`config.mk`:
```
export PLATFORM = sky130hd
export DESIGN_NAME = ps2_kbd_decoder
export DESIGN_NICKNAME = d
export VERILOG_FILES = /design/src/rtl/ps2_kbd_pkg.sv /design/src/rtl/ps2_evt_fifo.sv /design/src/rtl/ps2_kbd_decoder.sv
export SDC_FILE = /design/constraint.sdc
export NUM_CORES = 1
export LEC_CHECK = 0
export ABC_AREA = 0
export CAP_MARGIN = 20
export CORE_UTILIZATION = 45
export DETAILED_ROUTE_END_ITERATION = 7
export GPL_ROUTABILITY_DRIVEN = 0
export PLACE_DENSITY_LB_ADDON = 0.05
export SLEW_MARGIN = 20
export SYNTH_ARGS = -nofsm -noshare
export SYNTH_HDL_FRONTEND = slang
export SYNTH_SLANG_ARGS = --single-unit
```
`constraint.sdc`:
```
create_clock -name clk -period 3.4 [get_ports clk]
set_input_delay 0.68 -clock clk [delete_from_list [all_inputs] [get_ports clk]]
set_output_delay 0.68 -clock clk [all_outputs]
set_load 0.01 [all_outputs]
```
`src/rtl/ps2_kbd_pkg.sv`:
```
// ps2_kbd_pkg: shared state codes, scan-code constants, event record and scan-code to ASCII mapping.
package ps2_kbd_pkg;

    typedef logic [1:0] hs_state_t;
    localparam hs_state_t HS_WAIT = 2'd0;
    localparam hs_state_t HS_ACK  = 2'd1;
    localparam hs_state_t HS_GAP  = 2'd2;

    typedef logic [1:0] dec_state_t;
    localparam dec_state_t DEC_BASE    = 2'd0;
    localparam dec_state_t DEC_EXT     = 2'd1;
    localparam dec_state_t DEC_BRK     = 2'd2;
    localparam dec_state_t DEC_EXT_BRK = 2'd3;

    localparam logic [7:0] SC_E0     = 8'hE0;
    localparam logic [7:0] SC_F0     = 8'hF0;
    localparam logic [7:0] SC_E1     = 8'hE1;
    localparam logic [7:0] SC_AA     = 8'hAA;
    localparam logic [7:0] SC_FA     = 8'hFA;
    localparam logic [7:0] SC_EE     = 8'hEE;
    localparam logic [7:0] SC_FE     = 8'hFE;
    localparam logic [7:0] SC_LSHIFT = 8'h12;
    localparam logic [7:0] SC_RSHIFT = 8'h59;
    localparam logic [7:0] SC_CAPS   = 8'h58;

    typedef struct packed {
        logic       ext;
        logic       brk;
        logic [7:0] code;
        logic [7:0] ascii;
    } kbd_evt_t;

    function automatic logic [7:0] scan_to_ascii(input logic [7:0] code, input logic shift, input logic caps);
        logic [7:0] a;
        logic [7:0] s;
        a = 8'h00;
        s = 8'h00;
        case (code)
            8'h1C: a = "a";  8'h32: a = "b";  8'h21: a = "c";  8'h23: a = "d";
            8'h24: a = "e";  8'h2B: a = "f";  8'h34: a = "g";  8'h33: a = "h";
            8'h43: a = "i";  8'h3B: a = "j";  8'h42: a = "k";  8'h4B: a = "l";
            8'h3A: a = "m";  8'h31: a = "n";  8'h44: a = "o";  8'h4D: a = "p";
            8'h15: a = "q";  8'h2D: a = "r";  8'h1B: a = "s";  8'h2C: a = "t";
            8'h3C: a = "u";  8'h2A: a = "v";  8'h1D: a = "w";  8'h22: a = "x";
            8'h35: a = "y";  8'h1A: a = "z";
            8'h45: begin a = "0"; s = ")"; end
            8'h16: begin a = "1"; s = "!"; end
            8'h1E: begin a = "2"; s = "@"; end
            8'h26: begin a = "3"; s = "#"; end
            8'h25: begin a = "4"; s = "$"; end
            8'h2E: begin a = "5"; s = "%"; end
            8'h36: begin a = "6"; s = "^"; end
            8'h3D: begin a = "7"; s = "&"; end
            8'h3E: begin a = "8"; s = "*"; end
            8'h46: begin a = "9"; s = "("; end
            8'h29: a = 8'h20;
            8'h5A: a = 8'h0D;
            default: a = 8'h00;
        endcase
        if (a >= "a" && a <= "z")
            return (shift ^ caps) ? a - 8'h20 : a;
        return (shift && s != 8'h00) ? s : a;
    endfunction

endpackage

```
`src/rtl/ps2_evt_fifo.sv`:
```
// ps2_evt_fifo: synchronous event FIFO with sticky overflow; head is forced to zero while empty.
module ps2_evt_fifo #(
    parameter int DEPTH = 8,
    parameter int WIDTH = 18
) (
    input  logic             clk,
    input  logic             rstn,
    input  logic             push_i,
    input  logic             pop_i,
    input  logic [WIDTH-1:0] din_i,
    output logic [WIDTH-1:0] dout_o,
    output logic             valid_o,
    output logic             overflow_o
);
    localparam int AW = $clog2(DEPTH);

    logic [WIDTH-1:0] mem_q [DEPTH];
    logic [AW-1:0]    wr_q, rd_q;
    logic [AW:0]      cnt_q;
    logic             ovf_q, full, do_pop, do_push;

    assign full    = cnt_q == (AW+1)'(DEPTH);
    assign valid_o = cnt_q != '0;
    assign do_pop  = pop_i && valid_o;
    // A pop in the same cycle frees the slot the push is written into.
    assign do_push = push_i && (!full || do_pop);
    assign dout_o  = valid_o ? mem_q[rd_q] : '0;
    assign overflow_o = ovf_q;

    always_ff @(posedge clk) begin
        if (!rstn) begin
            wr_q  <= '0;
            rd_q  <= '0;
            cnt_q <= '0;
            ovf_q <= 1'b0;
        end else begin
            if (do_push) begin
                mem_q[wr_q] <= din_i;
                wr_q        <= wr_q + 1'b1;
            end
            if (do_pop)
                rd_q <= rd_q + 1'b1;
            cnt_q <= cnt_q + (AW+1)'(do_push) - (AW+1)'(do_pop);
            if (push_i && full && !do_pop)
                ovf_q <= 1'b1;
        end
    end

endmodule

```
`src/rtl/ps2_kbd_decoder.sv`:
```
// ps2_kbd_decoder: PS/2 byte handshake, E0/F0 prefix decode, modifier/ASCII tracking, event FIFO, press counter.
// Optional macro KBD_TYPEMATIC_FILTER_EN drops auto-repeat makes of the currently held key.
module ps2_kbd_decoder #(
    parameter int FIFO_DEPTH = 8,
    parameter int CNT_WIDTH  = 8,
    parameter int CNT_MAX    = 99
) (
    input  logic                 clk,
    input  logic                 rstn,
    input  logic [7:0]           rx_data,
    input  logic                 rx_ready,
    input  logic                 rx_overflow,
    output logic                 rx_nextdata_n,
    output logic                 evt_valid,
    input  logic                 evt_ready,
    output logic [7:0]           evt_code,
    output logic                 evt_ext,
    output logic                 evt_break,
    output logic [7:0]           evt_ascii,
    output logic [CNT_WIDTH-1:0] press_cnt,
    output logic                 shift,
    output logic                 caps,
    output logic                 key_held,
    output logic                 fifo_overflow
);
    import ps2_kbd_pkg::*;

    localparam logic [CNT_WIDTH-1:0] CMAX = CNT_WIDTH'(CNT_MAX);

    hs_state_t            hs_q, hs_d;
    dec_state_t           dec_q, dec_d;
    logic [7:0]           byte_q;
    logic                 lsh_q, rsh_q, caps_q, held_vld_q;
    logic [8:0]           held_q;
    logic [CNT_WIDTH-1:0] cnt_q;
    logic                 ack, ign, is_ext, is_brk, pfx_e0, pfx_f0, emit, is_mod, same_key, rpt, push, key_make;
    kbd_evt_t             evt_d, head;

    assign ack      = hs_q == HS_ACK;
    assign hs_d     = hs_q == HS_WAIT ? (rx_ready ? HS_ACK : HS_WAIT) : ack ? HS_GAP : HS_WAIT;
    assign ign      = byte_q inside {SC_AA, SC_FA, SC_EE, SC_FE, SC_E1, 8'h00, 8'hFF};
    assign is_ext   = dec_q == DEC_EXT || dec_q == DEC_EXT_BRK;
    assign is_brk   = dec_q == DEC_BRK || dec_q == DEC_EXT_BRK;
    assign pfx_e0   = dec_q == DEC_BASE && byte_q == SC_E0;
    assign pfx_f0   = byte_q == SC_F0 && (dec_q == DEC_BASE || dec_q == DEC_EXT);
    assign emit     = ack && !rx_overflow && !ign && !pfx_e0 && !pfx_f0;
    assign dec_d    = rx_overflow ? DEC_BASE : !ack ? dec_q : pfx_e0 ? DEC_EXT :
                      pfx_f0 ? (dec_q == DEC_BASE ? DEC_BRK : DEC_EXT_BRK) : DEC_BASE;
    assign is_mod   = !is_ext && byte_q inside {SC_LSHIFT, SC_RSHIFT, SC_CAPS};
    assign same_key = held_vld_q && held_q == {is_ext, byte_q};
`ifdef KBD_TYPEMATIC_FILTER_EN
    assign rpt      = same_key && !is_brk;
`else
    assign rpt      = 1'b0;
`endif
    assign push     = emit && !rpt;
    assign key_make = push && !is_brk && !is_mod;

    // ASCII uses the modifier state from before this byte.
    assign evt_d.ext   = is_ext;
    assign evt_d.brk   = is_brk;
    assign evt_d.code  = byte_q;
    assign evt_d.ascii = is_ext ? 8'h00 : scan_to_ascii(byte_q, lsh_q | rsh_q, caps_q);

    always_ff @(posedge clk) begin
        if (!rstn) begin
            hs_q       <= HS_WAIT;
            dec_q      <= DEC_BASE;
            byte_q     <= '0;
            lsh_q      <= 1'b0;
            rsh_q      <= 1'b0;
            caps_q     <= 1'b0;
            held_vld_q <= 1'b0;
            held_q     <= '0;
            cnt_q      <= '0;
        end else begin
            hs_q  <= hs_d;
            dec_q <= dec_d;
            if (hs_q == HS_WAIT && rx_ready)
                byte_q <= rx_data;
            if (emit && is_mod && byte_q == SC_LSHIFT)
                lsh_q <= !is_brk;
            if (emit && is_mod && byte_q == SC_RSHIFT)
                rsh_q <= !is_brk;
            if (emit && is_mod && byte_q == SC_CAPS && !is_brk)
                caps_q <= !caps_q;
            if (key_make) begin
                held_vld_q <= 1'b1;
                held_q     <= {is_ext, byte_q};
                cnt_q      <= cnt_q == CMAX ? cnt_q : cnt_q + 1'b1;
            end else if (emit && is_brk && same_key) begin
                held_vld_q <= 1'b0;
            end
        end
    end

    ps2_evt_fifo #(.DEPTH(FIFO_DEPTH), .WIDTH(18)) u_fifo (
        .clk        (clk),
        .rstn       (rstn),
        .push_i     (push),
        .pop_i      (evt_ready),
        .din_i      (evt_d),
        .dout_o     (head),
        .valid_o    (evt_valid),
        .overflow_o (fifo_overflow)
    );

    assign rx_nextdata_n = !ack;
    assign evt_code      = head.code;
    assign evt_ext       = head.ext;
    assign evt_break     = head.brk;
    assign evt_ascii     = head.ascii;
    assign press_cnt     = cnt_q;
    assign shift         = lsh_q | rsh_q;
    assign caps          = caps_q;
    assign key_held      = held_vld_q;

endmodule
```
==> metrics.txt <==
Max H-tree Level 4; initial cell density of the core between 40 and 50%; outcome complete, no violations; placeable core region around 19000 µm²; placed wire-length estimate around 13000 µm; Die Area 19970 µm²; total CTS buffers 17; width of the die between 100 and 150 µm; capturing element type of the critical path output port; start-to-end type of the worst setup path register to output port; Final Hold Vio Count 0; actual slew at the worst max-slew pin around 0.74 ns; clock slew at the register clock pins of the worst setup and hold paths 0.07 ns; via count of the first global-routing pass 5747; most common library cell in the layout ignoring fill and taps edfxtp_1; wire length of the first global-routing pass between 30000 and 40000 µm; relative area change from synthesis to final layout 17.56%; WL per Instance about 20 µm; Fmax achieved 324.6 MHz; vertical die dimension 141.3 µm; final period utilization between 90% and 100%; routed via count 5731; overall routing resource usage between 20% and 30%; Longest Clk Path Bufs 2; worst voltage drop across the vdd grid 0.3630 mV; maximum fanout encountered on the critical timing path 36; sequential element share of the synthesized area between 60% and 70%; Pre-antenna DRT Iters 5; number of antenna violations at the first check in global routing 0; CTS root buf clkbuf_16; global-route congestion overflow total 0; share of final-layout standard cells stronger than drive strength 1 17.61%; Mapped Nets just under 700; highest-count cells in the layout ignoring fill and taps 144 x edfxtp_1, 64 x nor2_1, 47 x buf_4; Tightest Hold Check Type register to register; number of buffers added to fix hold violations after cts 0; fin nets 756; Synth warnings 0; Resize count post-CTS 0; post-layout min period 3.081 ns; proportion of synthesized flip-flops having asynchronous set or reset 0%; Req. time, crit path 2.72 ns; I/O pin total 45; dominant synthesized flop cell edfxtp_1; worst endpoint data arrival time ~2.4 ns; row count 50; total setup buffers inserted after CTS 0; clk_lat worst skew about 0.43 ns; total wire length after detailed routing between 15000 and 20000 µm; total count of max-transition violations in the final report 0; Synth cell types 63; average cell area after synthesis 13.00 µm²; total of endpoints with negative setup slack in the final report 0; worst-case clock skew between 0.01 and 0.015 ns; RSZ-0062 raised after global routing no; clock tree from TritonCTS built; CTS Sinks 191; ANT nets after route 0; EDFF count, synth ~140; fillers 1621; pin count of the biggest net entering global routing 37; initial drt markers 368; final core occ roughly 54%; ratio of routed vias to standard cells roughly 5.7; post-synthesis cell area 8733 µm²; leakage power 3.468 nW; Design Power 0.005978 W; synthesis-stage register bit count approximately 190; synthesized instance count around 670; power per standard cell area 582.2 nW/µm²; nature of the critical path startpoint register; Port-buffer cells 44; Max-cap violations 0; DRC violations left 0; slew margin rel. 50.54%; antenna cell count 0
==> cells by family (layout without fill, tap and decap cells) <==
logic type	Yosys count	after routing	synth area share, %
simple gates	218	218	12.98
flops	191	191	60.29
compound gates	97	97	7.120
buf+inv	72	144	3.539
mux	65	65	12.61
xor+xnor	18	18	1.805
fa+ha+maj	11	11	1.662
==> critical path, stage by stage, from the launching register on <==
cell and delay [ns]:
dfxtp_2 0.34, buf_12 0.28, mux4_2 0.55, mux2i_1 0.22, nor2_1 0.07, clkdlybuf4s50_1 0.49
==> registers in the layout, indices dropped and copies added (netlist names), named ones only <==
signal,cells
u_fifo.mem_q,144
u_fifo.wr_q,3
hs_q,2
byte_q,8
u_fifo.cnt_q,4
rsh_q,1
key_held,1
caps,1
held_q,9
lsh_q,1
press_cnt,8
u_fifo.rd_q,3
u_fifo.overflow_o,1
dec_q,2
==> power breakdown <==
| part | internal [W] | switching [W] |
|---|---|---|
| clock network | 0.00109 | 0.000876 |
| registers | 0.00255 | 0.0000469 |
| logic | 0.000721 | 0.000686 |
==> Yosys cell counts, types with 2 or more instances <==
library cell / number / area share, %
a211oi_1: 6 / 0.52
a21oi_1: 34 / 1.9
a221oi_1: 2 / 0.20
a22oi_1: 2 / 0.17
a31oi_1: 3 / 0.21
a41oi_1: 2 / 0.20
and2_1: 7 / 0.50
and3_1: 4 / 0.29
buf_1: 5 / 0.21
buf_2: 16 / 0.92
buf_6: 2 / 0.26
clkbuf_1: 27 / 1.2
clkinv_1: 2 / 0.086
dfxtp_1: 47 / 11
edfxtp_1: 144 / 50
ha_1: 10 / 1.4
inv_1: 18 / 0.77
mux2i_1: 29 / 3.3
mux4_2: 36 / 9.3
nand2_1: 25 / 1.1
nand2_2: 2 / 0.14
nand2b_1: 17 / 1.2
nand3_1: 27 / 1.5
nand3b_1: 5 / 0.43
nand4_1: 3 / 0.21
nand4b_1: 3 / 0.30
nor2_1: 64 / 2.8
nor2b_1: 2 / 0.14
nor3_1: 25 / 1.4
nor3b_1: 2 / 0.17
nor4_1: 11 / 0.79
o211ai_1: 2 / 0.17
o21ai_0: 7 / 0.40
o21ai_1: 10 / 0.57
o311a_1: 2 / 0.23
o31ai_1: 12 / 1.0
o32ai_1: 4 / 0.40
or3_1: 4 / 0.29
or4_1: 6 / 0.52
or4b_1: 4 / 0.46
xnor2_1: 5 / 0.50
xor2_1: 13 / 1.3
==> per-stage QoR <==
| step | setup TNS, ns | hold slack [ns] | cells | worst slack, ns | area, µm² |
|---|---|---|---|---|---|
| after floorplan | -14.03 | 0.4467 | 672 | -0.2599 | 8733 |
| after global placement | 0 | 0.4486 | 973 | 0.4627 | 9687 |
| after detailed placement | 0 | 0.4562 | 973 | 0.4005 | 9687 |
| after CTS | 0 | 0.4742 | 1004 | 0.2554 | 10270 |
| after global routing | 0 | 0.5004 | 1004 | 0.1242 | 10270 |
| final | 0 | 0.4706 | 1004 | 0.3193 | 10270 |
==> layer usage <==
metal,vias up,part of all wire [%],global-route usage [%]
met5,-,0,0
met4,0,1.5,6.579
met3,27,4.0,3.510
met2,169,49,35.15
met1,2854,46,29.11
li1,2681,-,-
==> final timing paths <==
kind | from | endpoint | slack [ns] | cells past startpoint
setup reg to reg | byte_q[3] | u_fifo.mem_q[4][6] | 0.35 | 9
hold / removal | u_fifo.overflow_o | u_fifo.overflow_o | 0.47 | 1
hold reg to reg | u_fifo.overflow_o | u_fifo.overflow_o | 0.47 | 1
setup / recovery | register | evt_ascii[6] | 0.32 | 5
==> layout make-up <==
| class | count | area (µm²) | area share (%) |
|---|---|---|---|
| Tap cell | 260 | 325.3 | 3.168 |
| Inverter | 21 | 78.83 | 0.7677 |
| Clock inverter | 14 | 155.1 | 1.511 |
| Timing Repair Buffer | 92 | 813.3 | 7.921 |
| Clock buffer | 17 | 425.4 | 4.143 |
| Multi-Input combinational cell | 409 | 3203 | 31.20 |
| Sequential cell | 191 | 5266 | 51.29 |
Note: power is estimated with default switching activity, not from simulation.
